## src/rtl/stock_pkg.sv

```systemverilog
// Shared types and constants for the stock price receive path: price/byte
// widths, output FSM states and a saturating sample-counter helper.
package stock_pkg;

  localparam int PRICE_W         = 32;
  localparam int BYTE_W          = 8;
  localparam int BYTES_PER_PRICE = 4;
  localparam int BYTE_CNT_W      = $clog2(BYTES_PER_PRICE);
  localparam int SAMPLE_W        = 16;

  typedef logic [PRICE_W-1:0] price_t;
  typedef logic [BYTE_W-1:0]  byte_t;

  typedef enum logic [1:0] {
    IDLE,
    ISSUE,
    GAP
  } rx_state_t;

  function automatic logic [SAMPLE_W-1:0] sat_inc(input logic [SAMPLE_W-1:0] v);
    return (v == {SAMPLE_W{1'b1}}) ? v : v + SAMPLE_W'(1);
  endfunction

endpackage

```

## src/rtl/price_fifo.sv

```systemverilog
// Synchronous price FIFO. Pointers carry an extra wrap bit so full and empty
// are distinguishable; a push into a full FIFO is accepted when a pop shares the edge.
module price_fifo
  import stock_pkg::*;
#(
  parameter int DEPTH = 8
) (
  input  logic                     clk,
  input  logic                     rst_i,
  input  logic                     push_i,
  input  logic                     pop_i,
  input  price_t                   din_i,
  output price_t                   dout_o,
  output logic                     full_o,
  output logic                     empty_o,
  output logic [$clog2(DEPTH):0]   count_o
);

  localparam int AW = $clog2(DEPTH);
  localparam logic [AW:0] PTR_ONE = (AW+1)'(1);

  price_t         mem_q [DEPTH];
  logic [AW:0]    wr_ptr_q, wr_ptr_d;
  logic [AW:0]    rd_ptr_q, rd_ptr_d;
  logic           full_q, empty_q;
  logic           do_push, do_pop;

  assign do_pop  = pop_i && !empty_q;
  assign do_push = push_i && (!full_q || do_pop);

  always_comb begin
    wr_ptr_d = wr_ptr_q;
    rd_ptr_d = rd_ptr_q;
    if (do_push) wr_ptr_d = wr_ptr_q + PTR_ONE;
    if (do_pop)  rd_ptr_d = rd_ptr_q + PTR_ONE;
  end

  // Status flags are registered from the next pointers: they describe the
  // occupancy after the edge, with no same-cycle bypass.
  always_ff @(posedge clk) begin
    // NOTE: sequential state uses non-blocking assignments so every register
    // samples pre-edge values regardless of statement order.
    if (rst_i) begin
      wr_ptr_q <= '0;
      rd_ptr_q <= '0;
      full_q   <= 1'b0;
      empty_q  <= 1'b1;
    end else begin
      wr_ptr_q <= wr_ptr_d;
      rd_ptr_q <= rd_ptr_d;
      full_q   <= (wr_ptr_d[AW] != rd_ptr_d[AW]) && (wr_ptr_d[AW-1:0] == rd_ptr_d[AW-1:0]);
      empty_q  <= (wr_ptr_d == rd_ptr_d);
    end
  end

  // NOTE: the storage array is deliberately not reset; the pointers alone
  // decide which entries are valid, and leaving it unreset keeps it a plain RAM.
  always_ff @(posedge clk) begin
    if (do_push) mem_q[wr_ptr_q[AW-1:0]] <= din_i;
  end

  assign dout_o  = mem_q[rd_ptr_q[AW-1:0]];
  assign full_o  = full_q;
  assign empty_o = empty_q;
  assign count_o = wr_ptr_q - rd_ptr_q;

endmodule

```

## src/rtl/stock_price_rx.sv

```systemverilog
// Feeder for the averaging stage: assembles MSB-first price bytes into words,
// buffers them, and issues them one at a time with a paced data_ready strobe.
module stock_price_rx
  import stock_pkg::*;
#(
  parameter int FIFO_DEPTH = 8,
  parameter int MIN_GAP    = 4
) (
  input  logic                clk,
  input  logic                n_rst,
  input  logic [BYTE_W-1:0]   byte_in,
  input  logic                byte_valid,
  input  logic                frame_clear,
  input  logic                consumer_ready,
  output logic [PRICE_W-1:0]  stock_price,
  output logic                data_ready,
  output logic                fifo_full,
  output logic                fifo_empty,
  output logic                overrun,
  output logic [SAMPLE_W-1:0] sample_count
);

  localparam int CNT_W  = $clog2(FIFO_DEPTH) + 1;
  localparam int GAP_W  = (MIN_GAP > 2) ? $clog2(MIN_GAP) : 1;
  localparam logic [GAP_W-1:0] GAP_LAST = GAP_W'((MIN_GAP > 2) ? MIN_GAP - 3 : 0);
  localparam logic [BYTE_CNT_W-1:0] LAST_BYTE = BYTE_CNT_W'(BYTES_PER_PRICE - 1);

  // ---------------- byte assembler ----------------
  // Only the three leading bytes need storing; the fourth arrives on the push edge.
  logic [BYTE_CNT_W-1:0]       byte_cnt_q, byte_cnt_d;
  logic [PRICE_W-BYTE_W-1:0]   shift_q, shift_d;
  logic                        push_req;
  price_t                      push_word;

  always_comb begin
    // NOTE: every combinational output gets a default first so no path
    // leaves it unassigned, which would otherwise infer a latch.
    byte_cnt_d = byte_cnt_q;
    shift_d    = shift_q;
    push_req   = 1'b0;
    push_word  = {shift_q, byte_in};
    if (frame_clear) begin
      byte_cnt_d = '0;
      shift_d    = '0;
    end else if (byte_valid) begin
      shift_d = push_word[PRICE_W-BYTE_W-1:0];
      if (byte_cnt_q == LAST_BYTE) begin
        push_req   = 1'b1;
        byte_cnt_d = '0;
      end else begin
        byte_cnt_d = byte_cnt_q + BYTE_CNT_W'(1);
      end
    end
  end

  // n_rst is active-high and synchronous despite its name.
  always_ff @(posedge clk) begin
    if (n_rst) begin
      byte_cnt_q <= '0;
      shift_q    <= '0;
    end else begin
      byte_cnt_q <= byte_cnt_d;
      shift_q    <= shift_d;
    end
  end

  // ---------------- price FIFO ----------------
  price_t             fifo_head;
  logic [CNT_W-1:0]   fifo_count;
  logic               pop_req;

  price_fifo #(
    .DEPTH (FIFO_DEPTH)
  ) u_fifo (
    .clk     (clk),
    .rst_i   (n_rst),
    .push_i  (push_req),
    .pop_i   (pop_req),
    .din_i   (push_word),
    .dout_o  (fifo_head),
    .full_o  (fifo_full),
    .empty_o (fifo_empty),
    .count_o (fifo_count)
  );

  // ---------------- output FSM ----------------
  rx_state_t          state_q, state_d;
  logic [GAP_W-1:0]   gap_cnt_q, gap_cnt_d;

  always_ff @(posedge clk) begin
    if (n_rst) begin
      state_q   <= IDLE;
      gap_cnt_q <= '0;
    end else begin
      state_q   <= state_d;
      gap_cnt_q <= gap_cnt_d;
    end
  end

  // IDLE always costs one cycle, so GAP lasts MIN_GAP-2 cycles to make
  // consecutive strobes exactly MIN_GAP apart; MIN_GAP=2 skips GAP entirely.
  always_comb begin
    state_d   = state_q;
    gap_cnt_d = '0;
    unique case (state_q)
      IDLE:  if ((fifo_count != '0) && consumer_ready) state_d = ISSUE;
      ISSUE: state_d = (MIN_GAP > 2) ? GAP : IDLE;
      GAP: begin
        gap_cnt_d = gap_cnt_q + GAP_W'(1);
        if (gap_cnt_q == GAP_LAST) state_d = IDLE;
      end
      default: state_d = IDLE;
    endcase
  end

  // ---------------- registered outputs ----------------
  price_t              stock_price_q, stock_price_d;
  logic                data_ready_q, data_ready_d;
  logic                overrun_q, overrun_d;
  logic [SAMPLE_W-1:0] sample_count_q, sample_count_d;

  always_comb begin
    pop_req        = (state_q == ISSUE);
    data_ready_d   = pop_req;
    stock_price_d  = stock_price_q;
    sample_count_d = sample_count_q;
    if (pop_req) begin
      stock_price_d  = fifo_head;
      sample_count_d = sat_inc(sample_count_q);
    end
    // A completed word is lost only if the FIFO is full and nothing leaves this edge.
    overrun_d = overrun_q || (push_req && fifo_full && !(pop_req && !fifo_empty));
  end

  always_ff @(posedge clk) begin
    if (n_rst) begin
      stock_price_q  <= '0;
      data_ready_q   <= 1'b0;
      overrun_q      <= 1'b0;
      sample_count_q <= '0;
    end else begin
      stock_price_q  <= stock_price_d;
      data_ready_q   <= data_ready_d;
      overrun_q      <= overrun_d;
      sample_count_q <= sample_count_d;
    end
  end

  assign stock_price  = stock_price_q;
  assign data_ready   = data_ready_q;
  assign overrun      = overrun_q;
  assign sample_count = sample_count_q;

endmodule

```

## config.mk

```make
export PLATFORM = sky130hd
export DESIGN_NAME = stock_price_rx
export DESIGN_NICKNAME = d
export VERILOG_FILES = /design/src/rtl/stock_pkg.sv /design/src/rtl/price_fifo.sv /design/src/rtl/stock_price_rx.sv
export SDC_FILE = /design/constraint.sdc
export NUM_CORES = 1
export LEC_CHECK = 0
export ABC_AREA = 1
export ABC_CLOCK_PERIOD_IN_PS = 7900
export CAP_MARGIN = 20
export CORE_MARGIN = 4
export CORE_UTILIZATION = 43
export CTS_BUF_LIST = sky130_fd_sc_hd__clkbuf_8
export CTS_CLUSTER_DIAMETER = 100
export DETAILED_ROUTE_END_ITERATION = 8
export GPL_ROUTABILITY_DRIVEN = 0
export GPL_TIMING_DRIVEN = 1
export HOLD_SLACK_MARGIN = 0.06
export MAX_ROUTING_LAYER = met4
export PLACE_DENSITY_LB_ADDON = 0.3
export SLEW_MARGIN = 20
export SYNTH_ARGS = -nofsm -noshare
export SYNTH_HDL_FRONTEND = slang
export SYNTH_SLANG_ARGS = --single-unit
export TNS_END_PERCENT = 50
```

## constraint.sdc

```tcl
create_clock -name clk -period 7.9 [get_ports clk]
set_clock_uncertainty 0.05 [all_clocks]
set_input_delay 2.37 -clock clk [delete_from_list [all_inputs] [get_ports clk]]
set_output_delay 2.37 -clock clk [all_outputs]
set_load 0.05 [all_outputs]
```

==> After elaboration in Yosys (flattened, before gate mapping) <==
Memory sizes are Yosys's and may differ from the RTL's. A register that Yosys moved wholly into a read port is not among the register bits.
Index checks and enable logic that the tools add are counted.
{ "totals": {"ramBits": 256, "romBits": 0, "input_bits": 13, "register_bits": 58, "latchBits": 0, "n_memories": 1, "wordCells": 58} }
{ "classes": {"mux": 11, "n_reduce_logical": 17, "eq_ne": 10, "bitwise": 2, "shifts": 0, "n_mul": 0, "div_mod_pow": 0, "addsub": 6, "order_cmp": 0} }
{ "memory_table": {"columns": ["memory", "words", "width", "rd", "rd_ports_with_merged_regs", "wr", "line", "text"], "rows": [
  ["u_fifo.mem_q", 8, 32, 1, 1, 1, "price_fifo.sv:22", "price_t mem_q [DEPTH];"]
]} }
{ "ops": {"columns": ["cell", "n"], "rows": [
  ["16-bit by 1-bit adder with 16-bit output, second input constant", 1],
  ["16-bit equality test, second input constant", 1],
  ["4-bit by 1-bit adder with 4-bit output, second input constant", 2],
  ["4-bit two-way mux", 2],
  ["1-bit logical AND", 6],
  ["2-bit two-way mux", 3],
  ["2-bit case mux with 3 select lines", 1],
  ["1-bit two-way mux", 5],
  ["2-bit by 1-bit adder with 2-bit output, second input constant", 2],
  ["2-bit by 1-bit equality test with 1-bit output, second input constant", 2],
  ["2-bit equality test, second input constant", 2],
  ["4-bit equality test", 1],
  ["2-bit inequality test, second input constant", 2],
  ["2-bit AND reduction", 2],
  ["4-bit nonzero test", 1],
  ["2-bit OR reduction", 2],
  ["4-bit subtractor", 1],
  ["3-bit equality test", 1],
  ["1-bit zero test", 3],
  ["2-bit zero test", 1],
  ["1-bit logical OR", 2],
  ["1-bit inverter", 2],
  ["1-bit inequality test", 1]
]} }

==> Logic depth before layout (Yosys ltp) <==
Gate-level depths: netlist (run 1).
{ "logic_depth": {"ltp_word": 8, "mapped_depth": 12, "mapped_depth_nobuf": 12} }

==> By module <==
A second synthesis (run 1) with hierarchy kept.
{ "hier_totals": {"hier_cells": 1269, "hier_area_um2": 13725.7} }
{ "modules_own_cells": {"columns": ["mod", "area_per_inst_um2", "instances", "cells_each"], "rows": [
  ["price_fifo", 10575.1, 1, 846],
  ["stock_price_rx", 3150.5, 1, 423]
]} }

==> Worst setup path before layout (run 1) <==
No wires, ideal clock.
{ "synth_path": {"kind": "input-to-reg", "startpoint": "in byte_valid", "endpoint": "mem u_fifo.mem_q[6][0] (netlist name) (enable)", "slack_ps": 2252, "t_arrival_ps": 5137, "cell_stages": 5, "setup_time_ps": 461, "required_time_ps": 7389, "path_cell_list": "buf_4 -> nand2_1 -> nor2_4 -> nand3_1 -> nor3_1"} }
{ "synth_via": {"elab_chain_cells": 5} }
{ "synth_rtl": {"columns": ["item", "line", "text"], "rows": [
  ["from (decl)", "stock_price_rx.sv:12", "input logic byte_valid,"],
  ["1-bit two-way mux", "stock_price_rx.sv:45", "end else if (byte_valid) begin"],
  ["1-bit two-way mux", "stock_price_rx.sv:42", "if (frame_clear) begin"],
  ["1-bit logical AND", "price_fifo.sv:29", "assign do_push = push_i && (!full_q || do_pop);"],
  ["1-bit two-way mux", "price_fifo.sv:59", "if (do_push) mem_q[wr_ptr_q[AW-1:0]] <= din_i;"],
  ["1-bit two-way mux (implied by the code)", "price_fifo.sv:59", null],
  ["to (decl)", "price_fifo.sv:22", null]
]} }
Every way passes these cells.

==> Worst setup path in the final report (run 1) <==
{ "layout_path": {"startpoint": "in byte_valid", "endpoint": "mem u_fifo.mem_q[2][27] (netlist name) (enable)"} }
The elaborated chain is that of the path after synthesis.

==> reports/qor.txt, run 1 <==
outcome: complete, no violations
fin crit period: 4.592 ns
final setup vio count: 0
Critical Path RT: 8.03 ns
IO Port Bufs: 64
vias per cell: 5.419
fill count: 2687
vias in the first global route: 8704
Reg clk slew, reported paths: 0.06 ns
DR pass1 iterations: 7
Hold Crit Depth: 1
power density over the cells: 221.9 mW/mm^2
Root Driver: clkbuf_8
Slew headroom: 27.61%
fraction of layout cells with a size suffix above 1: 8.682%
Clock Tree Buf Depth: 3
Sw Share: 20.33%
die area: 0.03434 mm^2
Residual DRC: 0
final non-filler cell total: 1663
cell area after synthesis: 0.01352 mm^2
dpl cells: 1557
synth warn: 0
Post-DP HPWL: 16.83 mm
max-cap violation count: 0
largest net degree at the start of global routing: 75
critical path peak fanout: 32
most frequent cell after synthesis: edfxtp_1
final hold viol count: 0
Reg2Reg Depth: 9
Synth top cells by count: edfxtp_1 (256), o21ai_0 (167), nor2_1 (160)
Setup Crit Path Kind: in2reg
total number of vias: 9011
CP Data Arrival Time: 4.73 ns
fin crit share: 58.13%
first-pass GRT wire length: 47.17 mm
worst skew pair latency: 0.58 ns
WHS Endpoint: gap_cnt_q[0]$_SDFF_PP0_
crit end category: register
dpl ws: 2.653 ns
Multi-input gate area: 0.003562 mm^2
r2r startpoint: u_fifo.rd_ptr_q[1]$_SDFF_PP0_
register share of total power: 56.1%
Max VDD drop: 0.0001811 V
Inserted Diodes: 0
synth unique cells: 35
H-tree Lvls: 2
r2r setup slk: 4.36 ns
DR iter-0 viols: 705
most used flip-flop cell after synthesis: edfxtp_1
Total GRT Usage: 17.71%
num ports: 65
fin. max-slew vios: 0
Psw: 0.0007052 W
RSZ-0062 raised after global routing: no
Async SR Flop Fraction: 0%
Routed WL: 29.78 mm
Final ANT Viol Nets: 0
GRT overflow: 0
P&R area growth vs syn: 15.64%
cts-stage hold buffer count: 0
Hold Path Class: reg2reg
cts bufs inserted: 55
#FFs+latches synth: 346
top-area cell type share of the netlist area: 56.86%
Post-synth EDFFs: 256
setup bufs post-CTS: 0
die height: 185.3 um
Mapped Cells: 1157
HP Start: gap_cnt_q[0]$_SDFF_PP0_
Initial Util: 43.85%
Rows: 64
Syn Area/Cell: 11.68 um^2
CORE AREA: 0.03083 mm^2
fmax: 0.2178 GHz
Final Power: 0.003469 W
setup_tns: 0 ns
clk sinks: 346
drt wl/cell: 17.91 um
final net count: 1242
internal power: 0.002764 W
register area: 0.009495 mm^2
CTS resizes: 0
Die W: 185.3 um
area leader, netlist: edfxtp_1
leakage power: 5.334 nW
worst reg2reg path endpoint: state_q[0]$_SDFFE_PP0P_
Least-Margin Pin Slew: 1.083 ns
setup ws final: 3.308 ns
Clk network pwr share: 43.0%
combinational power share: 0.9%
Synth area leaders: edfxtp_1 (57%), dfxtp_1 (13%), o21ai_0 (6.2%)
initial antenna violation count: 0
crit path launch type: primary input
syn nets: 1178
CTS tree: yes
Seq/Total Area, Yosys: 70.19%
## critical path, cell delays in order
cell and delay (ns):
clkdlybuf4s50_1 0.45, buf_4 0.26, nand2_1 0.14, nor2_4 0.21, nand3_1 0.36, nor2_4 0.91
## layer usage
layer | up-vias | part of all wire, % | GRT usage [%]
met5 | - | 0 | -
met4 | 0 | 1.5 | 4.198
met3 | 46 | 6.3 | 2.848
met2 | 295 | 47 | 28.48
met1 | 4359 | 45 | 23.89
li1 | 4311 | - | -
## how the worst max path moves through the flow
| stage | startpoint | to |
|---|---|---|
| floorplan | byte_valid | u_fifo.mem_q[6][0]$_DFFE_PP_ |
| global placement | byte_valid | u_fifo.mem_q[4][27]$_DFFE_PP_ |
| detailed placement | byte_valid | u_fifo.mem_q[4][27]$_DFFE_PP_ |
| CTS | byte_valid | u_fifo.mem_q[4][16]$_DFFE_PP_ |
| global route | byte_valid | u_fifo.mem_q[2][16]$_DFFE_PP_ |
| finish | byte_valid | u_fifo.mem_q[2][27]$_DFFE_PP_ |
## kinds of logic (layout without fill, tap and decap cells)
kind of cell | after synthesis | count (layout) | synth area share (%)
fa+ha+maj | 8 | 8 | 0.7404
simple gates | 336 | 336 | 10.20
xor+xnor | 15 | 15 | 0.9717
compound gates | 345 | 345 | 14.01
flops | 346 | 346 | 70.19
buf+inv | 107 | 217 | 3.887
## layout make-up
class | instances | area share [%]
Clock buffer | 65 | 5.722
Clock inverter | 38 | 1.393
Inverter | 35 | 0.8644
Multi-Input combinational cell | 704 | 22.79
Sequential cell | 346 | 60.74
Tap cell | 396 | 3.169
Timing Repair Buffer | 79 | 5.330
## placed cells by master (no fill, tap or decap), drive strengths merged
cell type / n
clkdlybuf4s50: 64
nand2: 132
nand3: 24
nor2: 163
inv: 59
nor3: 11
a21oi: 77
o22ai: 33
edfxtp: 256
xor2: 10
dfxtp: 90
o221ai: 32
clkinvlp: 1
clkinv: 11
ha: 8
a21boi: 1
o21bai: 1
nand4: 3
o21ai: 200
bufinv: 2
nand3b: 2
xnor2: 5
buf: 15
a31oi: 1
clkbuf: 65
and2: 1
## sequential cells by signal (all words and copies together) (netlist names)
register and flops:
sample_count 16, byte_cnt_q 2, u_fifo.mem_q 256, u_fifo.full_o 1
data_ready 1, state_q 2, shift_q 24, overrun 1
stock_price 32, u_fifo.wr_ptr_q 4, u_fifo.empty_o 1, u_fifo.rd_ptr_q 4
gap_cnt_q 2
## through the flow
stage | area [um^2] | util [%] | hold WS, ns
final | 15630 | 50.71 | 0.3743
after global routing | 15630 | 50.71 | 0.4023
after CTS | 15550 | 50.44 | 0.3759
after detailed placement | 14440 | 46.83 | 0.3672
after global placement | 14410 | 46.75 | 0.3574
after floorplan | 13520 | - | 0.3492
## power by group through the flow
stage | registers [W] | clock network [W] | logic, W
floorplan | 0.00198 | 0 | 0.0000143
global placement | 0.00198 | 0 | 0.0000326
detailed placement | 0.00198 | 0 | 0.0000330
CTS | 0.00194 | 0.00152 | 0.0000331
global route | 0.00194 | 0.00161 | 0.0000361
finish | 0.00194 | 0.00149 | 0.0000325
Note: power is estimated with default switching activity, not from simulation.
==> run 2, diff against run 1 <==
--- a/config.mk
+++ b/config.mk
@@ -6,7 +6,7 @@
 export NUM_CORES = 1
 export LEC_CHECK = 0
 export ABC_AREA = 1
-export ABC_CLOCK_PERIOD_IN_PS = 7900
+export ABC_CLOCK_PERIOD_IN_PS = 4400
 export CAP_MARGIN = 20
 export CORE_MARGIN = 4
 export CORE_UTILIZATION = 43
==> constraint.sdc (replaced) <==
create_clock -name clk -period 4.4 [get_ports clk]
set_clock_uncertainty 0.05 [all_clocks]
set_input_delay 1.32 -clock clk [delete_from_list [all_inputs] [get_ports clk]]
set_output_delay 1.32 -clock clk [all_outputs]
set_load 0.05 [all_outputs]
==> run 2 against run 1 <==
  * Setup slack lost 2.2 ns
  * Final area shrank 0.81%
  * Cell count grew 0.42%
  * Count of clock-buffer cells in the layout shrank 6
  * Register-to-register slack lost 3.1 ns
  * Largest power group unchanged
  * Highest routed layer unchanged
==> reports/qor.txt, run 2 (synthesis gave the netlist of run 1 again) <==
max-cap violation count: 0
max FFs per register: 256
CTS resizes: 0
setup bufs post-CTS: 0
die height: 185.3 um
setup_tns: 0 ns
CTS tree: yes
fraction of layout cells with a size suffix above 1: 8.634%
Rows: 64
num ports: 65
GRT overflow: 0
crit end category: primary output
Setup Crit Path Kind: reg2out
P&R area growth vs syn: 14.71%
first-pass GRT wire length: 48.04 mm
crit path launch type: register
final hold viol count: 0
initial antenna violation count: 0
die area: 0.03434 mm^2
CORE AREA: 0.03083 mm^2
Top Family by Delay on Critical Path: buffers and inverters
r2r startpoint: u_fifo.rd_ptr_q[0]$_SDFF_PP0_
commonest non-fill, non-tap cell in the layout: edfxtp_1
Residual DRC: 0
fin crit share: 74.42%
Slowest cell on crit path: clkdlybuf4s50_1
worst path cell trace: clkdlybuf4s50_1
Worst Setup SP: sample_count[2]$_SDFFE_PP0P_
vias per cell: 5.390
DR iter-0 viols: 676
Post-DP HPWL: 17.38 mm
dpl ws: 0.7548 ns
vias in the first global route: 8681
RSZ-0062 raised after global routing: no
drt wl/cell: 18.01 um
Multi-input gate area: 0.003568 mm^2
fin. max-slew vios: 0
Total GRT Usage: 18.16%
Clock Tree Buf Depth: 3
most frequent cells in the layout: edfxtp_1 (256), o21ai_0 (167), nor2_1 (153), nand2_1 (129), dfxtp_1 (87)
final setup vio count: 0
power density over the cells: 386.3 mW/mm^2
IO Port Bufs: 64
Final ANT Viol Nets: 0
Die W: 185.3 um
HP Start: gap_cnt_q[0]$_SDFF_PP0_
register area: 0.009495 mm^2
Buf+Inv Stages, Crit Path: 1
slowest stage delay, CP: 0.87 ns
total number of vias: 9001
DR pass1 iterations: 5
Critical Path RT: 3.03 ns
Reg clk slew, reported paths: 0.06 ns
leakage power: 5.351 nW
cts bufs inserted: 54
Root Driver: clkbuf_8
critical path peak fanout: 7
Inserted Diodes: 0
setup ws final: 1.125 ns
fmax: 0.3054 GHz
final net count: 1249
fin crit period: 3.275 ns
clk sinks: 346
r2r setup slk: 1.24 ns
cts-stage hold buffer count: 0
H-tree Lvls: 2
Slew headroom: 33.78%
largest net degree at the start of global routing: 73
fill count: 2711
worst skew pair latency: 0.58 ns
Max VDD drop: 0.0003347 V
CP Data Arrival Time: 1.90 ns
Routed WL: 30.09 mm
Least-Margin Pin Slew: 0.9934 ns
outcome: complete, no violations
Hold Path Class: reg2reg
Initial Util: 43.85%
[run 2: layer usage]
layer	vias to the layer above	global-route usage (%)	routed length [um]
li1	4327	-	-
met1	4398	25.01	13930
met2	239	28.25	14030
met3	37	3.024	1632
met4	0	4.844	493
met5	-	-	0
[run 2: through the flow]
step / instance area [um^2] / total power [W] / hold slack, ns / instances / util (%)
global route: 15510 / 0.006219 / 0.4042 / 1670 / 50.30
detailed placement: 14520 / 0.003620 / 0.3717 / 1568 / 47.10
finish: 15510 / 0.005990 / 0.3759 / 1670 / 50.30
floorplan: 13520 / 0.003584 / 0.3492 / 1157 / -
CTS: 15510 / 0.006048 / 0.3801 / 1670 / 50.30
global placement: 14520 / 0.003619 / 0.3571 / 1568 / 47.10
[run 2: path summary, 6_finish.rpt]
kind	to	cells after the start
min	gap_cnt_q[0]$_SDFF_PP0_	1
max reg2reg	stock_price[12]$_SDFFE_PP0N_	6
min reg2reg	gap_cnt_q[0]$_SDFF_PP0_	1
max	sample_count[2]	1
[run 2: report_power, final]
part	switching [W]	internal [W]	total [W]	leakage (nW)
clock	0.00121	0.00123	0.00244	0.635
combinational	0.0000406	0.0000180	0.0000586	1.57
sequential	0.0000115	0.00348	0.00349	3.15
total	0.00126	0.00473	0.00599	5.35
[run 2: final cells by class]
class | instances | share of cell area [%]
Sequential cell | 346 | 61.23
Inverter | 35 | 0.8714
Clock inverter | 43 | 1.130
Timing Repair Buffer | 87 | 5.325
Tap cell | 396 | 3.195
Multi-Input combinational cell | 704 | 23.01
Clock buffer | 59 | 5.236
==> run 3, diff against run 2 <==
--- a/config.mk
+++ b/config.mk
@@ -6,7 +6,7 @@
 export NUM_CORES = 1
 export LEC_CHECK = 0
 export ABC_AREA = 1
-export ABC_CLOCK_PERIOD_IN_PS = 4400
+export ABC_CLOCK_PERIOD_IN_PS = 2850
 export CAP_MARGIN = 20
 export CORE_MARGIN = 4
 export CORE_UTILIZATION = 43
==> constraint.sdc (replaced) <==
create_clock -name clk -period 2.85 [get_ports clk]
set_clock_uncertainty 0.05 [all_clocks]
set_input_delay 0.855 -clock clk [delete_from_list [all_inputs] [get_ports clk]]
set_output_delay 0.855 -clock clk [all_outputs]
set_load 0.05 [all_outputs]
==> run 3 against run 2 <==
  * Via count grew 0.64%
  * Sequential share of layout area decreased by 1.5 points
  * Worst hold slack better by 0.0047 ns
  * Final area increased by 2.6%
  * Clock power is 71% higher
==> reports/qor.txt, run 3 (synthesis gave the netlist of run 1 again) <==
outcome: complete, no violations
Slew headroom: 49.25%
Slowest cell on crit path: clkdlybuf4s50_1
CTS tree: yes
fin crit share: 97.34%
H-tree Lvls: 2
P&R area growth vs syn: 17.64%
met3 wire len: 1.965 mm
r2r setup slk: 0.84 ns
die area: 0.03434 mm^2
slowest stage delay, CP: 0.86 ns
final non-filler cell total: 1685
crit end category: primary output
commonest non-fill, non-tap cell in the layout: edfxtp_1
RSZ-0062 raised after global routing: no
IO Port Bufs: 64
Setup Crit Path Kind: reg2out
fmax: 0.3605 GHz
dpl cells: 1580
total number of vias: 9059
Reg2Reg Depth: 6
final hold viol count: 0
largest net degree at the start of global routing: 83
first-pass GRT wire length: 48.70 mm
Inserted Diodes: 0
fin crit period: 2.774 ns
Critical Path RT: 1.95 ns
num ports: 65
DP Area: 0.01479 mm^2
fraction of layout cells with a size suffix above 1: 10.47%
fill count: 2634
Initial Util: 43.85%
WHS Endpoint: gap_cnt_q[0]$_SDFF_PP0_
Final ANT Viol Nets: 0
DR iter-0 viols: 669
r2r startpoint: byte_cnt_q[0]$_SDFFE_PP0P_
DR pass1 iterations: 5
worst skew pair latency: 0.58 ns
Root Driver: clkbuf_8
vias in the first global route: 8848
drt wl/cell: 18.31 um
clk sinks: 346
most frequent cells in the layout: edfxtp_1 (256), o21ai_0 (167), nor2_1 (153), nand2_1 (129), dfxtp_1 (87)
max-cap violation count: 0
Reg clk slew, reported paths: 0.06 ns
die height: 185.3 um
worst reg2reg path endpoint: u_fifo.mem_q[5][31]$_DFFE_PP_
final net count: 1263
Buf+Inv Stages, Crit Path: 1
max FFs per register: 256
Hold Path Class: reg2reg
Fin Hold WS: 0.3806 ns
Clock Tree Buf Depth: 3
Metal-1 WL: 14.07 mm
post-route cell area: 0.01590 mm^2
CORE AREA: 0.03083 mm^2
CP Data Arrival Time: 1.87 ns
Post-DP HPWL: 17.97 mm
Rows: 64
final setup vio count: 0
leakage power: 5.455 nW
highest routed layer: met4
Routed WL: 30.85 mm
setup bufs post-CTS: 0
met2 routed WL: 14.22 mm
fin. max-slew vios: 0
power density over the cells: 607.2 mW/mm^2
Total GRT Usage: 18.49%
critical path peak fanout: 6
Top Family by Delay on Critical Path: buffers and inverters
crit path launch type: register
Max VDD drop: 0.0004692 V
worst path cell trace: clkdlybuf4s50_1
HP Start: gap_cnt_q[0]$_SDFF_PP0_
Hold Crit Depth: 1
initial antenna violation count: 0
GRT overflow: 0
Die W: 185.3 um
Residual DRC: 0
vias per cell: 5.376
Least-Margin Pin Slew: 0.7612 ns
cts bufs inserted: 56
run 3: cell types whose count changed in the layout (fill, tap and decap cells not counted), moves of 2 or more:
| cell | delta |
|---|---|
| buf_12 | +14 |
| inv_1 | -24 |
| clkinv_4 | +2 |
| clkinv_2 | +4 |
| buf_4 | -2 |
| clkinv_1 | +14 |
| bufinv_16 | +2 |
| clkbuf_8 | +5 |
run 3: final cells by class:
type                       instances  area (um^2)  share of cell area (%)
tap                              396        495.5                   3.115
inverter                          35        135.1                  0.8497
clock buffer                      64        880.8                   5.539
multi-input combinational        704         3568                   22.44
timing repair buffer              99         1094                   6.876
sequential                       346         9495                   59.70
clock inverter                    41        235.2                   1.479
run 3: what timing repair did:
action	4_1_cts	5_1_grt
endpoints found under the setup margin	0	1
endpoints found under the hold margin	0	0
resized for setup	0	1
hold buffers	0	0
run 3: worst reg2reg max path, stage by stage, from the launching register on:
cell,delay (ns)
dfxtp_1,0.35
ha_1,0.21
nand2_1,0.12
nor2_4,0.18
nand3_1,0.30
nor2_4,0.21
buf_4,0.26
run 3: stage by stage:
| step | setup slack (ns) | TNS (ns) | utilization (%) | total power [W] |
|---|---|---|---|---|
| after floorplan | -0.4199 | -93.64 | - | 0.005533 |
| after global placement | 0.1123 | 0 | 47.96 | 0.005595 |
| after detailed placement | 0.06909 | 0 | 47.96 | 0.005596 |
| after CTS | 0.01135 | 0 | 51.58 | 0.009764 |
| after global routing | 0.002399 | 0 | 51.59 | 0.01001 |
| final | 0.07573 | 0 | 51.59 | 0.009656 |
run 3: metal layers:
layer  vias up  GRT usage (%)
met1      4334          25.56
met2       306          28.32
met4         0          4.991
met3        52          3.535
li1       4367              -
met5         -              -
run 3: worst max path at each step:
stage | startpoint | endpoint | slack [ns] | depth (start not counted)
after CTS | sample_count[2]$_SDFFE_PP0P_ | sample_count[2] | 0.01 | 1
after floorplan | byte_valid | u_fifo.mem_q[0][0]$_DFFE_PP_ | -0.42 | 5
final | sample_count[6]$_SDFFE_PP0P_ | sample_count[6] | 0.08 | 1
after detailed placement | byte_valid | u_fifo.mem_q[5][1]$_DFFE_PP_ | 0.07 | 6
after global placement | byte_valid | u_fifo.mem_q[1][22]$_DFFE_PP_ | 0.11 | 6
after global routing | sample_count[6]$_SDFFE_PP0P_ | sample_count[6] | 0.002 | 1
run 3: power breakdown:
group	total [W]	leakage, nW	internal, W	switching, W
registers	0.00539	3.15	0.00537	0.0000173
logic	0.0000995	1.69	0.0000333	0.0000662
clock network	0.00417	0.617	0.00224	0.00192
